$ cat config.mk
export PLATFORM = sky130hd
export DESIGN_NAME = score_seven_seg
export DESIGN_NICKNAME = d
export VERILOG_FILES = /design/src/rtl/score_seven_seg.sv
export SDC_FILE = /design/constraint.sdc
export NUM_CORES = 1
export LEC_CHECK = 0
export CAP_MARGIN = 20
export CORE_MARGIN = 3
export CORE_UTILIZATION = 52
export CTS_CLUSTER_SIZE = 30
export DETAILED_ROUTE_END_ITERATION = 8
export PLACE_DENSITY = 0.75
export SLEW_MARGIN = 20
export SYNTH_ARGS = -nofsm -noshare
export SYNTH_HDL_FRONTEND = slang
export SYNTH_SLANG_ARGS = --single-unit
$ cat constraint.sdc
create_clock -name clk_in -period 2.3 [get_ports clk_in]
set_input_delay 0.46 -clock clk_in [delete_from_list [all_inputs] [get_ports clk_in]]
set_output_delay 0.46 -clock clk_in [all_outputs]
set_load 0.05 [all_outputs]
$ cat src/rtl/score_seven_seg.sv
// Score display block: converts a 12-bit binary score to packed BCD with a
// sequential double-dabble engine and multiplexes it onto a 7-segment display.
module score_seven_seg #(
    parameter int unsigned REFRESH_CYCLES = 65000
) (
    input  logic        clk_in,
    input  logic        rst_in,
    input  logic [11:0] score_in,
    output logic [15:0] bcd_out,
    output logic        busy_out,
    output logic [7:0]  an_out,
    output logic [6:0]  seg_out
);

    localparam int unsigned CNT_W = (REFRESH_CYCLES > 1) ? $clog2(REFRESH_CYCLES) : 1;
    localparam logic [CNT_W-1:0] REFRESH_LAST = CNT_W'(REFRESH_CYCLES - 1);

    typedef enum logic [1:0] {
        IDLE    = 2'd0,
        CONVERT = 2'd1,
        DONE    = 2'd2
    } state_t;

    state_t           state_q, state_d;
    logic [11:0]      last_score_q, last_score_d;
    logic [27:0]      shift_q, shift_d;
    logic [3:0]       iter_q, iter_d;
    logic [15:0]      bcd_q, bcd_d;
    logic             busy_q, busy_d;
    logic [CNT_W-1:0] refresh_q, refresh_d;
    logic [1:0]       digit_sel_q, digit_sel_d;
    logic [7:0]       an_q, an_d;
    logic [6:0]       seg_q, seg_d;
    logic [3:0]       digit_s;
    logic [3:0]       blank_s;

    // One double-dabble step: correct every BCD nibble >= 5, then shift left.
    function automatic logic [27:0] dabble_step(input logic [27:0] s);
        logic [27:0] t;
        logic [3:0]  nib;
        t = s;
        for (int i = 0; i < 4; i++) begin
            nib = t[12 + 4*i +: 4];
            if (nib >= 4'd5) begin
                t[12 + 4*i +: 4] = nib + 4'd3;
            end else begin
                t[12 + 4*i +: 4] = nib;
            end
        end
        return {t[26:0], 1'b0};
    endfunction

    // Active-low cathode pattern {g,f,e,d,c,b,a}; non-decimal nibbles go dark.
    function automatic logic [6:0] seg_encode(input logic [3:0] d);
        case (d)
            4'd0:    return 7'h40;
            4'd1:    return 7'h79;
            4'd2:    return 7'h24;
            4'd3:    return 7'h30;
            4'd4:    return 7'h19;
            4'd5:    return 7'h12;
            4'd6:    return 7'h02;
            4'd7:    return 7'h78;
            4'd8:    return 7'h00;
            4'd9:    return 7'h10;
            default: return 7'h7F;
        endcase
    endfunction

    // Converter next state: bcd only changes once, in DONE, so no partial value leaks out.
    always_comb begin
        state_d      = state_q;
        last_score_d = last_score_q;
        shift_d      = shift_q;
        iter_d       = iter_q;
        bcd_d        = bcd_q;
        case (state_q)
            IDLE: begin
                if (score_in != last_score_q) begin
                    shift_d      = {16'h0000, score_in};
                    last_score_d = score_in;
                    iter_d       = 4'd0;
                    state_d      = CONVERT;
                end else begin
                    state_d = IDLE;
                end
            end
            CONVERT: begin
                shift_d = dabble_step(shift_q);
                if (iter_q == 4'd11) begin
                    state_d = DONE;
                end else begin
                    iter_d = iter_q + 4'd1;
                end
            end
            DONE: begin
                bcd_d   = shift_q[27:12];
                state_d = IDLE;
            end
            default: begin
                state_d = IDLE;
            end
        endcase
        busy_d = (state_d == CONVERT) || (state_d == DONE);
    end

    // Digit selection and leading-zero blanking for the display path.
    always_comb begin
        digit_s = 4'd0;
        case (digit_sel_q)
            2'd0:    digit_s = bcd_q[3:0];
            2'd1:    digit_s = bcd_q[7:4];
            2'd2:    digit_s = bcd_q[11:8];
            2'd3:    digit_s = bcd_q[15:12];
            default: digit_s = 4'd0;
        endcase
        blank_s[3] = (bcd_q[15:12] == 4'd0);
        blank_s[2] = blank_s[3] && (bcd_q[11:8] == 4'd0);
        blank_s[1] = blank_s[2] && (bcd_q[7:4] == 4'd0);
        blank_s[0] = 1'b0;
    end

    // Refresh timer, digit scan and registered anode/cathode drive.
    always_comb begin
        refresh_d   = refresh_q;
        digit_sel_d = digit_sel_q;
        if (refresh_q == REFRESH_LAST) begin
            refresh_d   = '0;
            digit_sel_d = digit_sel_q + 2'd1;
        end else begin
            refresh_d = refresh_q + CNT_W'(1);
        end
        if (blank_s[digit_sel_q]) begin
            an_d  = 8'hFF;
            seg_d = 7'h7F;
        end else begin
            an_d  = {4'hF, ~(4'b0001 << digit_sel_q)};
            seg_d = seg_encode(digit_s);
        end
    end

    // State registers with asynchronous active-low reset.
    always_ff @(posedge clk_in or negedge rst_in) begin
        if (!rst_in) begin
            state_q      <= IDLE;
            last_score_q <= 12'd0;
            shift_q      <= 28'd0;
            iter_q       <= 4'd0;
            bcd_q        <= 16'h0000;
            busy_q       <= 1'b0;
            refresh_q    <= '0;
            digit_sel_q  <= 2'd0;
            an_q         <= 8'hFF;
            seg_q        <= 7'h7F;
        end else begin
            state_q      <= state_d;
            last_score_q <= last_score_d;
            shift_q      <= shift_d;
            iter_q       <= iter_d;
            bcd_q        <= bcd_d;
            busy_q       <= busy_d;
            refresh_q    <= refresh_d;
            digit_sel_q  <= digit_sel_d;
            an_q         <= an_d;
            seg_q        <= seg_d;
        end
    end

    assign bcd_out  = bcd_q;
    assign busy_out = busy_q;
    assign an_out   = an_q;
    assign seg_out  = seg_q;

endmodule

# Yosys cells after proc, flatten, opt, wreduce, memory -nomap -nowiden
# Memories as Yosys holds them, arrays and structs flattened.
# Index checks and enable logic that the tools add are counted.
[totals] output_inout_bits=32 in_bits=14 ff_bits=96 n_memories=1 mem_bits_ro=112
[mem_list] memory="(no name shown)" words=16 word_bits=7 rd=1 rd_clocked_by_memory_dff=0 write_ports=0 line="55" source="case (d)"
[classes] eq_ne=12 magnitude_cmp=5 muxes=18 addsub=7 bitwise=1 n_reduce_logical=12 n_shift=1
[ops] operator="$pmux 28 s2" count=1
[ops] operator="$mux 28" count=1
[ops] operator="$mux 4" count=6
[ops] operator="$add 16x1->16 const B" count=1
[ops] operator="$eq 16x16->1 const B" count=1
[ops] operator="$ge 4x3->1 const B" count=4
[ops] operator="$mux 16" count=1
[ops] operator="$pmux 4 s4" count=1
[ops] operator="$add 4x2->4 const B" count=3
[ops] operator="$logic_not 4->1" count=3
[ops] operator="$ne 12x12->1" count=1
[ops] operator="$eq 2x2->1 const B" count=4
[ops] operator="$pmux 4 s2" count=1
[ops] operator="$mux 7" count=1
[ops] operator="$eq 2x1->1 const B" count=3
[ops] operator="$add 4x1->4 const B" count=1
[ops] operator="$eq 4x4->1 const B" count=1
[ops] operator="$logic_not 2->1" count=2
[ops] operator="$ne 2x2->1 const B" count=2
[ops] operator="$not 4->4" count=1
[ops] operator="$pmux 2 s2" count=1
[ops] operator="$reduce_and 2->1" count=2
[ops] operator="$shl 1x2->4 const A" count=1
[ops] operator="$add 3x2->3 const B" count=1
[ops] operator="other kinds (10)" count=12

# Longest topological paths before layout
[logic_depth] word_depth=6 mapped_depth=8 depth_no_buf=8

# Least setup slack after synthesis
# Ideal clock, no wire load.
[synth_path] path_type="reg2reg" start="register digit_sel_q[0]" end="register seg_q[3], in the netlist seg_out[3]" path_slack_ns=0.121 n_path_buf=1 stages_incl_launch_ff=8 arrival_time_ns=2.084 cell_sequence="dfrtp_1 inv_1 ha_1 clkbuf_1 mux2i_1 ha_1 o21ai_0 nand4_1"
[synth_via] elab_chain_cells=4 elab_cells_between_ends=9 classes_between="eq/ne (3); mux (4); reduce/logical (1); memory (1)"
[synth_lines] element="start: declaration" line="31" source="logic [1:0] digit_sel_q, digit_sel_d;"
[synth_lines] element="start signal: assignment" line="163" source="digit_sel_q <= digit_sel_d;"
[synth_lines] element="$eq 2x2->1, or another cell as far along" line="110" source="case (digit_sel_q)"
[synth_lines] element="$pmux 4 s4" line="110"
[synth_lines] element="$mem_v2 16x7"
[synth_lines] element="$mux 7 *" line="133" source="if (blank_s[digit_sel_q]) begin"
[synth_lines] element="named net seg_d[3]" line="33" source="logic [6:0] seg_q, seg_d;"
[synth_lines] element="end signal: assignment" line="165" source="seg_q <= seg_d;"
[synth_lines] element="end: declaration" line="33"
# The timed path passes the listed nets; every way through them passes the cells marked *. The select of a mux whose other input is x is not followed.
# A chain may end at the register's enable or synchronous reset.

# Final worst setup path
[layout_path] start="register digit_sel_q[0]" end="register seg_q[1], in the netlist seg_out[1]"
# Same word-level chain as after synthesis.

==> Implementation_results.wiki <==
{| class="wikitable"
! Metric !! Value
|-
| Run status || finished, final reports clean
|-
| Nets || 545
|-
| Dominant combinational cell family by area after synthesis || simple AND/OR/NAND/NOR gates
|-
| GPL Wtd Cong || 0.786
|-
| Cell row count || 34
|-
| Compound-gate portion of the synthesized area || 14.1%
|-
| Critical-path maximum fanout || 5
|-
| Peak ir drop on the vdd network || 0.616 mV
|-
| Cell leakage power || 2.44 nW
|-
| Signed area change from the synthesized netlist to the final layout || 17.4%
|-
| Largest net degree at the start of global routing || 43
|-
| Adder-cell share of the synthesized area || 4.79%
|-
| Half-perimeter wire length after placement || 6940 um
|-
| Number of antenna diodes || 0
|-
| Finished Layout Cells || 626
|-
| Chip height || 101 um
|-
| Switching share of power || 40.3%
|-
| Post-synthesis async set-or-reset flop share || 100%
|-
| Starting utilization of the core area || 53.7%
|-
| Total negative slack || 0 ns
|-
| Synthesized instance count || 460
|-
| Hold Buf Count CTS || 0
|-
| Max-slew headroom at the worst pin || 61.9%
|-
| Clock buffers created by TritonCTS || 9
|-
| Fin crit share || 96.5%
|-
| Clock period minus worst slack || 2.22 ns
|-
| Number of failing setup endpoints in the final timing report || 0
|-
| DR pass1 iterations || 5
|-
| Global-route total usage across every layer || 20.0%
|-
| Count of synthesis-stage warnings from yosys || 0
|-
| ANT nets after route || 0
|-
| IO Count || 46
|-
| Fraction of power consumed by sequential logic || 40.7%
|-
| Post-layout util || 63.0%
|-
| Startpoint kind of the worst setup timing path || flip-flop
|-
| Highest clock rate || 451 MHz
|-
| TritonCTS clock tree || done
|-
| Count of pins over their slew limit || 0
|-
| Logic gate share of total power || 42.5%
|-
| Number of endpoints with negative hold slack in the final report || 0
|-
| Wirelength per Cell || 15.5 um
|-
| Syn_area_per_cell || 10.2 um^2
|-
| Seq/Total Area, Yosys || 49.2%
|-
| Multiplexer share of the synthesized area || 4.63%
|-
| H-tree Lvls || 3
|-
| Initial DRC Count || 172
|-
| Switching Power || 2.56 mW
|-
| Number of vias per cell after detailed routing || 5.77
|-
| Worst-path clk slew || 0.09 ns
|-
| Sinks on the clock net || 92
|-
| Post-Synth XOR/XNOR Area || 5.40%
|-
| Synth unique cells || 47
|-
| Kind of end point of the critical path || flip-flop
|-
| Via count of the first global-routing pass || 3461
|-
| Max capacitance violation total || 0
|-
| Cell at the root of the clock tree || sky130_fd_sc_hd__clkbuf_8
|-
| Post-synthesis simple-gate area fraction || 17.8%
|-
| Arrival time reported for the critical path endpoint || 2.50 ns
|-
| Overall die area || 10200 um^2
|-
| Number of antenna violations at the first check in global routing || 0
|-
| Cell Area, Synth || 4700 um^2
|-
| Die width || 101 um
|-
| Crit Path Category || reg2reg
|-
| Count of vias placed by the detailed router || 3612
|-
| Global-route wire length before repair || 16400 um
|-
| Count of flip-flops with a built-in enable after synthesis || 0
|-
| Clock share of power || 16.8%
|-
| Port bufs || 41
|-
| Slew of the pin with the lowest slew margin || 0.555 ns
|-
| Final-layout fill cell count || 705
|-
| Worst-Skew Late Latency || 0.36 ns
|-
| Required time reported for the critical path endpoint || 2.58 ns
|-
| Flip-flop and latch count after synthesis || 92
|-
| Hold WC Path Type || in2async
|-
| Sum of routed wire length over all layers || 9700 um
|-
| Layout cells sized above 1 || 12.7%
|-
| Clock Skews || 0.00794 ns
|-
| Cell internal power dissipation || 3.80 mW
|-
| Synth Flop Type || sky130_fd_sc_hd__dfrtp_1
|-
| PwrDens || 1150 nW/um^2
|-
| Global route total overflow || 0
|-
| Placed Instances || 609
|-
| Max clock buf depth || 2
|-
| Drt drc || 0
|-
| Core area || 8760 um^2
|}
-- synthesized netlist by cell type, types with 6 or more instances --
cell type / number / area share (%)
sky130_fd_sc_hd__nand2_1: 67 / 5.3
sky130_fd_sc_hd__dfstp_2: 11 / 6.1
sky130_fd_sc_hd__nor2_1: 13 / 1.0
sky130_fd_sc_hd__inv_1: 23 / 1.8
sky130_fd_sc_hd__a22o_1: 10 / 1.9
sky130_fd_sc_hd__clkbuf_1: 13 / 1.0
sky130_fd_sc_hd__nor3_1: 10 / 1.1
sky130_fd_sc_hd__mux2_2: 14 / 3.4
sky130_fd_sc_hd__mux2i_1: 6 / 1.3
sky130_fd_sc_hd__ha_1: 18 / 4.8
sky130_fd_sc_hd__dfrtp_1: 81 / 43
sky130_fd_sc_hd__buf_4: 6 / 0.96
sky130_fd_sc_hd__xnor2_1: 24 / 4.5
sky130_fd_sc_hd__nand4_1: 21 / 2.8
sky130_fd_sc_hd__nand3_1: 9 / 0.96
sky130_fd_sc_hd__a21oi_1: 11 / 1.2
sky130_fd_sc_hd__a22oi_1: 10 / 1.6
sky130_fd_sc_hd__nor2b_1: 14 / 1.9
sky130_fd_sc_hd__o21ai_0: 26 / 2.8
sky130_fd_sc_hd__o211ai_1: 12 / 1.9
-- power by group through the flow --
| stage | combinational [mW] | clock, mW | sequential (mW) |
|---|---|---|---|
| CTS | 2.69 | 1.10 | 2.58 |
| global route | 2.96 | 1.18 | 2.66 |
| global placement | 2.57 | 0 | 2.58 |
| detailed placement | 2.68 | 0 | 2.61 |
| floorplan | 1.54 | 0 | 2.93 |
| finish | 2.70 | 1.07 | 2.59 |
-- logic make-up (layout without fill, tap and decap cells) --
group / count (synthesis) / count (layout)
AND/OR/NAND/NOR: 162 / 162
AO/OA/AOI/OAI: 94 / 94
flip-flops: 92 / 92
buffers and inverters: 44 / 99
XOR/XNOR: 29 / 29
multiplexers: 20 / 20
adder cells (fa/ha/maj): 18 / 18
other: 1 / 4
-- worst paths after layout --
path | start | end | slack [ns] | cells past startpoint
worst min register to register | refresh_q[0]$_DFF_PN0_ | refresh_q[0]$_DFF_PN0_ | 0.48 | 1
worst max register to register | digit_sel_q[0]$_DFFE_PN0N_ | seg_out[1]$_DFF_PN1_ | 0.08 | 8
min in group clk_in | refresh_q[0]$_DFF_PN0_ | refresh_q[0]$_DFF_PN0_ | 0.48 | 1
max in group asynchronous | rst_in | last_score_q[8]$_DFFE_PN0P_ | 1.65 | 2
worst min-delay path | rst_in | busy_out$_DFF_PN0_ | 0.04 | 1
worst max-delay path | digit_sel_q[0]$_DFFE_PN0N_ | seg_out[1]$_DFF_PN1_ | 0.08 | 8
-- cell type report --
class                   instances  area (um^2)  area share, %
flip-flops and latches         92         2320           41.9
multi-input cells             327         2220           40.2
repair buffers                 60          576           10.4
clock buffers                   9          124           2.24
inverters                      23         86.3           1.56
clock inverters                 7         66.3           1.20
well taps                     108          135           2.45
-- placed cells by master, fill, tap and decap left out, types with 10 or more instances in the layout --
cell and n:
sky130_fd_sc_hd__dfrtp_1 81, sky130_fd_sc_hd__nand2_1 67, sky130_fd_sc_hd__clkdlybuf4s50_1 40, sky130_fd_sc_hd__o21ai_0 26, sky130_fd_sc_hd__xnor2_1 24, sky130_fd_sc_hd__inv_1 23
sky130_fd_sc_hd__nand4_1 21, sky130_fd_sc_hd__ha_1 18, sky130_fd_sc_hd__buf_4 18, sky130_fd_sc_hd__nor2b_1 14, sky130_fd_sc_hd__mux2_2 14, sky130_fd_sc_hd__nor2_1 13
sky130_fd_sc_hd__o211ai_1 12, sky130_fd_sc_hd__a21oi_1 11, sky130_fd_sc_hd__dfstp_2 11, sky130_fd_sc_hd__nor3_1 10, sky130_fd_sc_hd__a22o_1 10, sky130_fd_sc_hd__a22oi_1 10
-- sequential cells by signal, summed over array words and instances, names as in the netlist --
name	count
iter_q	4
seg_out	7
shift_q	28
bcd_out	16
busy_out	1
last_score_q	12
state_q	2
digit_sel_q	2
an_out	4
refresh_q	16
-- critical path: stages, from the launching register on --
cell	delay [ns]
sky130_fd_sc_hd__dfrtp_1	0.41
sky130_fd_sc_hd__inv_1	0.13
sky130_fd_sc_hd__ha_1	0.28
sky130_fd_sc_hd__a222oi_1	0.43
sky130_fd_sc_hd__mux2i_2	0.22
sky130_fd_sc_hd__inv_1	0.13
sky130_fd_sc_hd__ha_1	0.25
sky130_fd_sc_hd__and2_1	0.14
sky130_fd_sc_hd__o21ai_0	0.16
-- what timing repair did --
action | 4_1_cts | 5_1_grt
resized for setup | 0 | 3
endpoints found under the hold margin | 0 | 0
setup endpoints to repair | 0 | 3
buffers inserted | 0 | 1
-- per-layer routing --
metal	track usage (%)	wire length (um)	part of all wire [%]
met5	0	0	0
met4	7.36	129	1.3
met3	3.11	466	4.8
met2	32.3	4730	49
met1	27.5	4370	45
-- through the flow --
step	instance area [um^2]	hold WS [ns]	setup WS (ns)	total power [mW]
after floorplan	4720	0.164	0.121	4.47
after global placement	5320	0.430	0.191	5.16
after detailed placement	5320	0.438	0.132	5.28
after CTS	5510	0.0416	0.124	6.37
after global routing	5520	0.0425	-0.127	6.80
final	5520	0.0351	0.0803	6.36
No activity file was read; power rests on OpenSTA's default activity.
